## src/rtl/alu_seq.sv

```systemverilog
// Sequential ALU: single-cycle logic/shift/add ops plus iterative shift-add multiply
// and restoring unsigned divide, with a valid/ready input handshake and a result strobe.
module alu_seq #(
    parameter int SIZE = 8
) (
    input  logic            i_clk,
    input  logic            i_rst,
    input  logic            i_valid,
    output logic            o_ready,
    input  logic [3:0]      i_do,
    input  logic [SIZE-1:0] i_reg0,
    input  logic [SIZE-1:0] i_reg1,
    output logic            o_valid,
    output logic [SIZE-1:0] o_out,
    output logic [3:0]      o_flags
);
    localparam int SHW = $clog2(SIZE);
    localparam int MSB = SIZE - 1;
    localparam logic [SHW:0]   SZ   = (SHW+1)'(SIZE);
    localparam logic [SHW-1:0] LAST = SHW'(SIZE - 1);

    typedef enum logic [1:0] {S_IDLE, S_MUL, S_DIV} state_t;

    state_t          state_q;
    logic [SHW-1:0]  cnt_q;
    logic            sel_hi_q;   // MULH / MOD pick the upper half of {hi,lo}
    logic [SIZE-1:0] opnd_q, hi_q, lo_q;

    logic            accept;
    logic [SHW-1:0]  amt;
    logic [SIZE:0]   add_w, sub_w, lsl_w, lsr_w, asr_w;
    logic [SIZE-1:0] rol_w;
    logic [SIZE-1:0] alu_res;
    logic            alu_c, alu_v;

    assign o_ready = (state_q == S_IDLE);
    assign accept  = i_valid && o_ready;
    assign amt     = i_reg1[SHW-1:0];

    assign add_w = {1'b0, i_reg0} + {1'b0, i_reg1};
    assign sub_w = {1'b0, i_reg0} - {1'b0, i_reg1};
    // Shifts carry one extra bit so the last bit shifted out lands in a fixed position.
    assign lsl_w = {1'b0, i_reg0} << amt;
    assign lsr_w = {i_reg0, 1'b0} >> amt;
    assign asr_w = $signed({i_reg0, 1'b0}) >>> amt;
    assign rol_w = (i_reg0 << amt) | (i_reg0 >> (SZ - {1'b0, amt}));

    always_comb begin
        alu_res = '0;
        alu_c   = 1'b0;
        alu_v   = 1'b0;
        case (i_do)
            4'd0:  alu_res = i_reg0;
            4'd1:  begin alu_res = lsl_w[SIZE-1:0]; alu_c = lsl_w[SIZE]; end
            4'd2:  begin alu_res = lsr_w[SIZE:1];   alu_c = lsr_w[0];    end
            4'd3:  begin alu_res = asr_w[SIZE:1];   alu_c = asr_w[0];    end
            4'd4:  begin alu_res = rol_w;           alu_c = rol_w[0];    end
            4'd5: begin
                alu_res = add_w[SIZE-1:0];
                alu_c   = add_w[SIZE];
                alu_v   = (i_reg0[MSB] == i_reg1[MSB]) && (add_w[MSB] != i_reg0[MSB]);
            end
            4'd6: begin
                alu_res = sub_w[SIZE-1:0];
                alu_c   = sub_w[SIZE];
                alu_v   = (i_reg0[MSB] != i_reg1[MSB]) && (sub_w[MSB] != i_reg0[MSB]);
            end
            4'd7:  alu_res = i_reg0 | i_reg1;
            4'd8:  alu_res = i_reg0 & i_reg1;
            4'd9:  alu_res = i_reg0 ^ i_reg1;
            4'd10: begin
                if (i_reg0 == i_reg1)                        alu_res = '0;
                else if ($signed(i_reg0) > $signed(i_reg1)) alu_res = SIZE'(1);
                else                                         alu_res = SIZE'(2);
                alu_c = sub_w[SIZE];
            end
            4'd15: alu_res = ~i_reg0;
            default: alu_res = '0;
        endcase
    end

    // One iteration of each multi-cycle engine; {hi,lo} is shared between them.
    logic [SIZE:0]   mul_sum, div_trial, div_diff;
    logic [SIZE-1:0] mul_hi_d, mul_lo_d, div_hi_d, div_lo_d;
    logic [SIZE-1:0] fin_res;
    logic            fin_c, fin_v;

    assign mul_sum   = {1'b0, hi_q} + (lo_q[0] ? {1'b0, opnd_q} : '0);
    assign mul_hi_d  = mul_sum[SIZE:1];
    assign mul_lo_d  = {mul_sum[0], lo_q[SIZE-1:1]};
    assign div_trial = {hi_q, lo_q[SIZE-1]};
    assign div_diff  = div_trial - {1'b0, opnd_q};
    assign div_hi_d  = div_diff[SIZE] ? div_trial[SIZE-1:0] : div_diff[SIZE-1:0];
    assign div_lo_d  = {lo_q[SIZE-2:0], ~div_diff[SIZE]};

    always_comb begin
        fin_res = '0;
        fin_c   = 1'b0;
        fin_v   = 1'b0;
        if (state_q == S_MUL) begin
            fin_res = sel_hi_q ? mul_hi_d : mul_lo_d;
            fin_c   = |mul_hi_d;
        end else if (state_q == S_DIV) begin
            fin_res = sel_hi_q ? div_hi_d : div_lo_d;
            fin_v   = (opnd_q == '0);
        end
    end

    always_ff @(posedge i_clk) begin
        if (i_rst) begin
            state_q  <= S_IDLE;
            cnt_q    <= '0;
            sel_hi_q <= 1'b0;
            opnd_q   <= '0;
            hi_q     <= '0;
            lo_q     <= '0;
            o_valid  <= 1'b0;
            o_out    <= '0;
            o_flags  <= '0;
        end else begin
            o_valid <= 1'b0;
            case (state_q)
                S_IDLE: if (accept) begin
                    if (i_do inside {4'd11, 4'd12}) begin
                        state_q  <= S_MUL;
                        cnt_q    <= '0;
                        sel_hi_q <= (i_do == 4'd12);
                        opnd_q   <= i_reg0;
                        hi_q     <= '0;
                        lo_q     <= i_reg1;
                    end else if (i_do inside {4'd13, 4'd14}) begin
                        state_q  <= S_DIV;
                        cnt_q    <= '0;
                        sel_hi_q <= (i_do == 4'd14);
                        opnd_q   <= i_reg1;
                        hi_q     <= '0;
                        lo_q     <= i_reg0;
                    end else begin
                        o_valid <= 1'b1;
                        o_out   <= alu_res;
                        o_flags <= {alu_res == '0, alu_res[MSB], alu_c, alu_v};
                    end
                end
                S_MUL, S_DIV: begin
                    hi_q  <= (state_q == S_MUL) ? mul_hi_d : div_hi_d;
                    lo_q  <= (state_q == S_MUL) ? mul_lo_d : div_lo_d;
                    cnt_q <= cnt_q + 1'b1;
                    if (cnt_q == LAST) begin
                        state_q <= S_IDLE;
                        cnt_q   <= '0;
                        o_valid <= 1'b1;
                        o_out   <= fin_res;
                        o_flags <= {fin_res == '0, fin_res[MSB], fin_c, fin_v};
                    end
                end
                default: state_q <= S_IDLE;
            endcase
        end
    end
endmodule
```

## config.mk

```make
export PLATFORM = sky130hd
export DESIGN_NAME = alu_seq
export DESIGN_NICKNAME = d
export VERILOG_FILES = /design/src/rtl/alu_seq.sv
export SDC_FILE = /design/constraint.sdc
export NUM_CORES = 1
export LEC_CHECK = 0
export CAP_MARGIN = 0
export CORE_MARGIN = 4
export CORE_UTILIZATION = 40
export CTS_BUF_LIST = sky130_fd_sc_hd__clkbuf_2
export DETAILED_ROUTE_END_ITERATION = 8
export PLACE_DENSITY_LB_ADDON = 0.05
export SYNTH_ARGS = -nofsm -noshare
export SYNTH_HDL_FRONTEND = slang
export SYNTH_SLANG_ARGS = --single-unit
export TNS_END_PERCENT = 50
```

## constraint.sdc

```tcl
create_clock -name i_clk -period 5.5 [get_ports i_clk]
set_input_delay 0.825 -clock i_clk [delete_from_list [all_inputs] [get_ports i_clk]]
set_output_delay 0.825 -clock i_clk [all_outputs]
set_load 0.03 [all_outputs]
```

==> impl_metrics.env, run 1 <==
export IMPL_hold_violations=0
export IMPL_wl_per_cell_um=22.39
export IMPL_period_share_pct=74.01
export IMPL_cts_resized=0
export IMPL_slew_limit_headroom_pct=34.63
export IMPL_drive_above_1_share_pct=8.597
export IMPL_r2r_slack_ns=2.10
export IMPL_numCtsBuffers=5
export IMPL_cts_root_buffer="clkbuf_2"
export IMPL_gr_total_overflow=0
export IMPL_drv_slew=0
export IMPL_cts_tree="yes"
export IMPL_fin_skew_ns=0.02101
export IMPL_multi_input_area_mm2=0.004614
export IMPL_syn_nets=866
export IMPL_layout_nets=867
export IMPL_synth_seq_cells=42
export IMPL_core_rowCount=44
export IMPL_detail_route_drc_violations=0
export IMPL_start_util_pct=40.70
export IMPL_dp_hpwl_mm=16.73
export IMPL_critPathMaxStageDelay_ns=0.87
export IMPL_layout_common_cells="nor2_1 (72), nand2_1 (67), a21oi_1 (59)"
export IMPL_rsz0062_at_grt="no"
export IMPL_area_growth_pct=8.705
export IMPL_path_class="in -> reg"
export IMPL_final_fill_count=1502
export IMPL_cellLeakagePower_nw=2.502
export IMPL_drt_antenna_violating_nets=0
export IMPL_clock_sinks=42
export IMPL_grt_pass1_vias=6066
export IMPL_core_mm2=0.01448
export IMPL_clkLatencyLatePin_ns=0.43
export IMPL_vias=6187
export IMPL_required_ns=5.86
export IMPL_grt_pass1_wl_mm=34.62
export IMPL_reg2reg_depth=11
export IMPL_crit_path_end_kind="flip-flop"
export IMPL_cp_slowest_cell="clkdlybuf4s50_1"
export IMPL_yosys_most_used_dff="dfxtp_1"
export IMPL_gp_congestion=0.9493
export IMPL_grt_usage_pct=26.45
export IMPL_synth_top_area_share_pct=14.27
export IMPL_status="complete, no violations"
export IMPL_syn_inst=789
export IMPL_avgViaCountPerCell=6.339
export IMPL_drv_cap=0
export IMPL_finalSetupViolations=0
export IMPL_grt_max_degree=33
export IMPL_synth_edf_count=0
export IMPL_max_vdd_ir_drop_v=0.00007417
export IMPL_clockBufferDepth=2
export IMPL_register_area_um2=840.8
export IMPL_syn_area_mm2=0.005893
export IMPL_min_path_cells=2
export IMPL_tightest_slew_ns=0.9775
export IMPL_port_buffers=36
export IMPL_pin_count=37
export IMPL_post_cts_buffers=0
export IMPL_crit_arrival_ns=4.43
export IMPL_cts_htree_levels=2
export IMPL_dieArea_mm2=0.01674
export IMPL_placed_cell_area_mm2=0.006365
export IMPL_yosys_top_cells_area="dfxtp_1 (14%), ha_1 (11%), mux2i_1 (5.1%)"
export IMPL_critical_path_cell_chain="clkdlybuf4s50_1 -> inv_1 -> ha_1 -> nor3_1 -> nor3_1 -> o21ai_0 -> a21oi_1 -> xnor2_1 -> a2111oi_1 -> mux2i_1 -> a21o_1"
export IMPL_synth_seq_area_share_pct=14.27
export IMPL_hp_class="reg -> reg"
export IMPL_yosysWarnings=0
export IMPL_powerDensity_mw_per_mm2=160.3
export IMPL_synthDistinctLibCells=82
export IMPL_die_w_um=129.4
export IMPL_ys_async_sr_fraction_pct=0
export IMPL_path_common_cell="nor3_1"
export IMPL_cts_clk_slew_worst_paths_ns=0.22
export IMPL_antenna_found_initial=1
export IMPL_cp_start_kind="input port"
export IMPL_avgSynthCellArea_um2=7.469
export IMPL_layout_commonest_cell="nor2_1"
export IMPL_dieHeight_um=129.4
export IMPL_fin_crit_ns=4.071
export IMPL_critPathMaxFanout=16
export IMPL_max_freq_mhz=245.7
export IMPL_drtPass1Iterations=6
export IMPL_design_area_mm2=0.006406
export IMPL_synth_area_leader_cell="dfxtp_1"
export IMPL_setup_tns_ns=0
export IMPL_drt_initial_drc_count=536
export IMPL_cts_hold_buf=0
export IMPL_routed_wl_mm=21.86
==> worst paths after layout <==
check	from	end
setup / recovery	i_reg0[2]	o_out[5]
hold / removal	cnt_q[1]	cnt_q[1]
setup reg to reg	opnd_q[0]	o_out[5]
hold reg to reg	cnt_q[1]	cnt_q[1]
==> Yosys cell counts, drive strengths merged, types with 4 or more instances <==
| library cell | count |
|---|---|
| a211o | 5 |
| a211oi | 25 |
| a21o | 11 |
| a21oi | 61 |
| a221oi | 5 |
| a22o | 4 |
| a22oi | 10 |
| a31oi | 4 |
| and2 | 17 |
| and3 | 4 |
| buf | 31 |
| clkbuf | 33 |
| dfxtp | 42 |
| fa | 4 |
| ha | 50 |
| inv | 39 |
| mux2 | 10 |
| mux2i | 30 |
| mux4 | 13 |
| nand2 | 67 |
| nand2b | 9 |
| nand3 | 18 |
| nand3b | 4 |
| nand4 | 7 |
| nand4b | 4 |
| nor2 | 73 |
| nor2b | 10 |
| nor3 | 21 |
| nor3b | 7 |
| nor4 | 11 |
| o2111ai | 6 |
| o211ai | 15 |
| o21a | 9 |
| o21ai | 46 |
| o221ai | 4 |
| o22ai | 8 |
| or3 | 4 |
| or4 | 4 |
| xnor2 | 9 |
| xor2 | 7 |
==> cells by family after synthesis <==
group	Yosys count	share of synthesized area [%]
xor+xnor	16	2.633
fa+ha+maj	54	11.97
flops	42	14.27
buf+inv	105	7.495
simple gates	274	23.50
mux	53	12.10
compound gates	245	28.03
==> sequential cells by signal, summed over array words and instances (netlist names) <==
register / cells
cnt_q: 3
hi_q: 8
lo_q: 8
o_flags: 4
o_out: 7
o_valid: 1
opnd_q: 8
sel_hi_q: 1
state_q: 2
==> final cells by class <==
| cell class | instances | share of cell area [%] |
|---|---|---|
| multi-input combinational | 642 | 72.03 |
| sequential | 42 | 13.13 |
| timing repair buffer | 58 | 8.203 |
| tap | 184 | 3.594 |
| inverter | 41 | 2.402 |
| clock buffer | 6 | 0.4688 |
| clock inverter | 2 | 0.1367 |
| antenna | 1 | 0.03906 |
==> layer usage <==
| metal | vias to the layer above | global-route usage (%) | routed length, µm |
|---|---|---|---|
| met5 | - | 0 | 0 |
| met4 | 0 | 11.18 | 937 |
| met3 | 59 | 2.432 | 1142 |
| met2 | 253 | 46.13 | 10670 |
| met1 | 2951 | 33.38 | 9107 |
| li1 | 2924 | - | - |
==> critical path, delay by kind of cell <==
kind / cells / cell delay (ns)
xor gates and xnor gates: 1 / 0.08
adders and majority gates: 1 / 0.56
muxes: 1 / 0.16
and+or+nand+nor: 2 / 0.43
AOI/OAI and AO/OA: 4 / 1.32
buffers and inverters: 2 / 1.05
==> power breakdown <==
group / internal, mW / total, mW / switching (mW)
combinational: 0.215 / 0.544 / 0.330
clock: 0.0312 / 0.136 / 0.105
sequential: 0.325 / 0.346 / 0.0215
total: 0.571 / 1.03 / 0.456
==> stage by stage <==
step / utilization (%) / total power [mW] / cells / hold WS (ns) / worst slack [ns]
3_5_place_dp: 43.96 / 0.8906 / 967 / 0.4568 / 1.038
5_1_grt: 44.24 / 1.095 / 976 / 0.4905 / 1.168
4_1_cts: 44.23 / 1.032 / 975 / 0.4820 / 1.528
3_3_place_gp: 43.96 / 0.8888 / 967 / 0.4430 / 1.160
6_report: 44.24 / 1.027 / 976 / 0.4779 / 1.429
2_1_floorplan: - / 0.7210 / 789 / 0.4356 / 2.369
No activity file was read; power rests on OpenSTA's default activity.
==> inputs of run 2 (changes only) <==
Clock period 5.5 ns to 3.35 ns, I/O delays scaled along.
==> run 2 against run 1 <==
Compared with the run above: non-clock buffer count up 63; global-route usage grew 0.10 points; via count grew 2.9%; worst hold slack gained 0.0013 ns; combinational power rose by 82%; critical endpoint is now o_out[0].
==> impl_metrics.env, run 2 (synthesis gave the netlist of run 1 again) <==
export IMPL_core_mm2=0.01448
export IMPL_gr_total_overflow=0
export IMPL_reg_top3="hi_q: 8 flops, lo_q: 8 flops, opnd_q: 8 flops"
export IMPL_layout_common_cells="buf_4 (81), nor2_1 (72), nand2_1 (67)"
export IMPL_clockBufferDepth=2
export IMPL_cp_slowest_cell="fa_1"
export IMPL_crit_path_end_kind="flip-flop"
export IMPL_placedCellCount=1030
export IMPL_drt_initial_drc_count=611
export IMPL_max_freq_mhz=319.3
export IMPL_clkPwrFrac_pct=19.7
export IMPL_finalSetupViolations=0
export IMPL_status="complete, no violations"
export IMPL_drive_above_1_share_pct=15.57
export IMPL_detail_route_drc_violations=0
export IMPL_period_share_pct=93.48
export IMPL_routed_wl_mm=22.31
export IMPL_p_total_mw=1.940
export IMPL_stdcell_count=1039
export IMPL_antenna_found_initial=1
export IMPL_pin_count=37
export IMPL_grt_pass1_vias=6157
export IMPL_clock_sinks=42
export IMPL_wl_per_cell_um=21.47
export IMPL_fin_skew_ns=0.01100
export IMPL_cellLeakagePower_nw=2.855
export IMPL_cts_tree="yes"
export IMPL_max_vdd_ir_drop_v=0.0001273
export IMPL_clkLatencyLatePin_ns=0.43
export IMPL_pwr_share_seq_pct=29.3
export IMPL_critPathMaxFanout=7
export IMPL_tightest_slew_ns=0.8348
export IMPL_hold_violations=0
export IMPL_drtPass1Iterations=7
export IMPL_port_buffers=36
export IMPL_die_w_um=129.4
export IMPL_required_ns=3.74
export IMPL_grt_max_degree=35
export IMPL_pwr_share_comb_pct=51.0
export IMPL_crit_arrival_ns=3.52
export IMPL_drt_antenna_violating_nets=0
export IMPL_avgViaCountPerCell=6.126
export IMPL_area_growth_pct=18.77
export IMPL_critical_path_cell_chain="ha_1 -> inv_1 -> fa_1 -> a211oi_4 -> o21ai_2 -> a21oi_2 -> xnor2_2 -> mux2i_1 -> a21oi_1 -> a211o_1 -> a21oi_1"
export IMPL_p_sw_uw=780.3
export IMPL_drv_slew=0
export IMPL_path_common_cell="a21oi_1"
export IMPL_critPathMaxStageDelay_ns=0.46
export IMPL_drv_cap=0
export IMPL_gp_congestion=0.9930
export IMPL_switching_share_pct=40.22
export IMPL_vias=6365
export IMPL_powerDensity_mw_per_mm2=277.2
export IMPL_cts_clk_slew_worst_paths_ns=0.23
export IMPL_layout_commonest_cell="buf_4"
export IMPL_dieArea_mm2=0.01674
export IMPL_grt_usage_pct=26.55
export IMPL_cts_htree_levels=2
export IMPL_cp_start_kind="flip-flop"
export IMPL_cts_root_buffer="clkbuf_2"
export IMPL_core_rowCount=44
export IMPL_hp_class="reg -> reg"
export IMPL_fin_crit_ns=3.132
export IMPL_path_class="reg -> reg"
export IMPL_grt_pass1_wl_mm=34.69
export IMPL_start_util_pct=40.70
export IMPL_layout_nets=930
export IMPL_p_int_mw=1.160
export IMPL_dieHeight_um=129.4
export IMPL_slew_limit_headroom_pct=43.84
export IMPL_dp_hpwl_mm=17.83
export IMPL_cts_hold_buf=0
export IMPL_numCtsBuffers=5
export IMPL_rsz0062_at_grt="no"
[run 2: area by class of cell]
cell class | instances | area [µm²]
Fill cell | 1471 | 7480
Multi-Input combinational cell | 642 | 4634
Timing Repair Buffer | 121 | 1049
Sequential cell | 42 | 840.8
Tap cell | 184 | 230.2
Inverter | 41 | 153.9
Clock inverter | 3 | 63.81
Clock buffer | 5 | 25.02
Antenna cell | 1 | 2.502
[run 2: critical path: cells and delay by family (launching register included)]
family | cells | cell delay, ns
AO/OA/AOI/OAI | 6 | 1.27
XOR/XNOR | 1 | 0.26
flip-flops | 1 | 0.42
adder cells (fa/ha/maj) | 2 | 0.64
buffers and inverters | 1 | 0.05
multiplexers | 1 | 0.43
[run 2: through the flow]
| step | setup TNS, ns | instance area, µm² | hold WS, ns | utilization [%] | setup WS (ns) |
|---|---|---|---|---|---|
| floorplan | 0 | 5893 | 0.4356 | - | 0.5412 |
| global placement | -0.04579 | 6888 | 0.4420 | 47.57 | -0.04579 |
| detailed placement | -0.1950 | 6888 | 0.4580 | 47.57 | -0.09586 |
| CTS | 0 | 6977 | 0.4836 | 48.19 | 0.05832 |
| global route | 0 | 6999 | 0.5016 | 48.34 | 0.005820 |
| finish | 0 | 6999 | 0.4792 | 48.34 | 0.2185 |
[run 2: worst paths after layout]
check	startpoint	to	slack, ns	cells past startpoint
min	cnt_q[2]	cnt_q[2]	0.48	2
min reg2reg	cnt_q[2]	cnt_q[2]	0.48	2
max reg2reg	opnd_q[0]	o_out[0]	0.22	11
max	opnd_q[0]	o_out[0]	0.22	11
[run 2: routing by layer]
layer	track usage [%]	routed length (µm)	vias up
met2	46.43	10930	238
li1	-	-	3056
met3	1.814	945	72
met1	32.83	9203	2999
met5	0	0	-
met4	13.53	1225	0
[run 2: power by group through the flow]
stage	clock network [mW]	logic, mW	registers [mW]
after floorplan	0	0.587	0.596
after global placement	0	0.967	0.578
after detailed placement	0	0.970	0.578
after CTS	0.388	0.975	0.568
after global routing	0.403	1.07	0.572
final	0.382	0.990	0.568
[run 2: repair_timing]
action | CTS | global route
setup buffers | 0 | 0
gates resized for setup | 0 | 5
setup endpoints to repair | 0 | 2
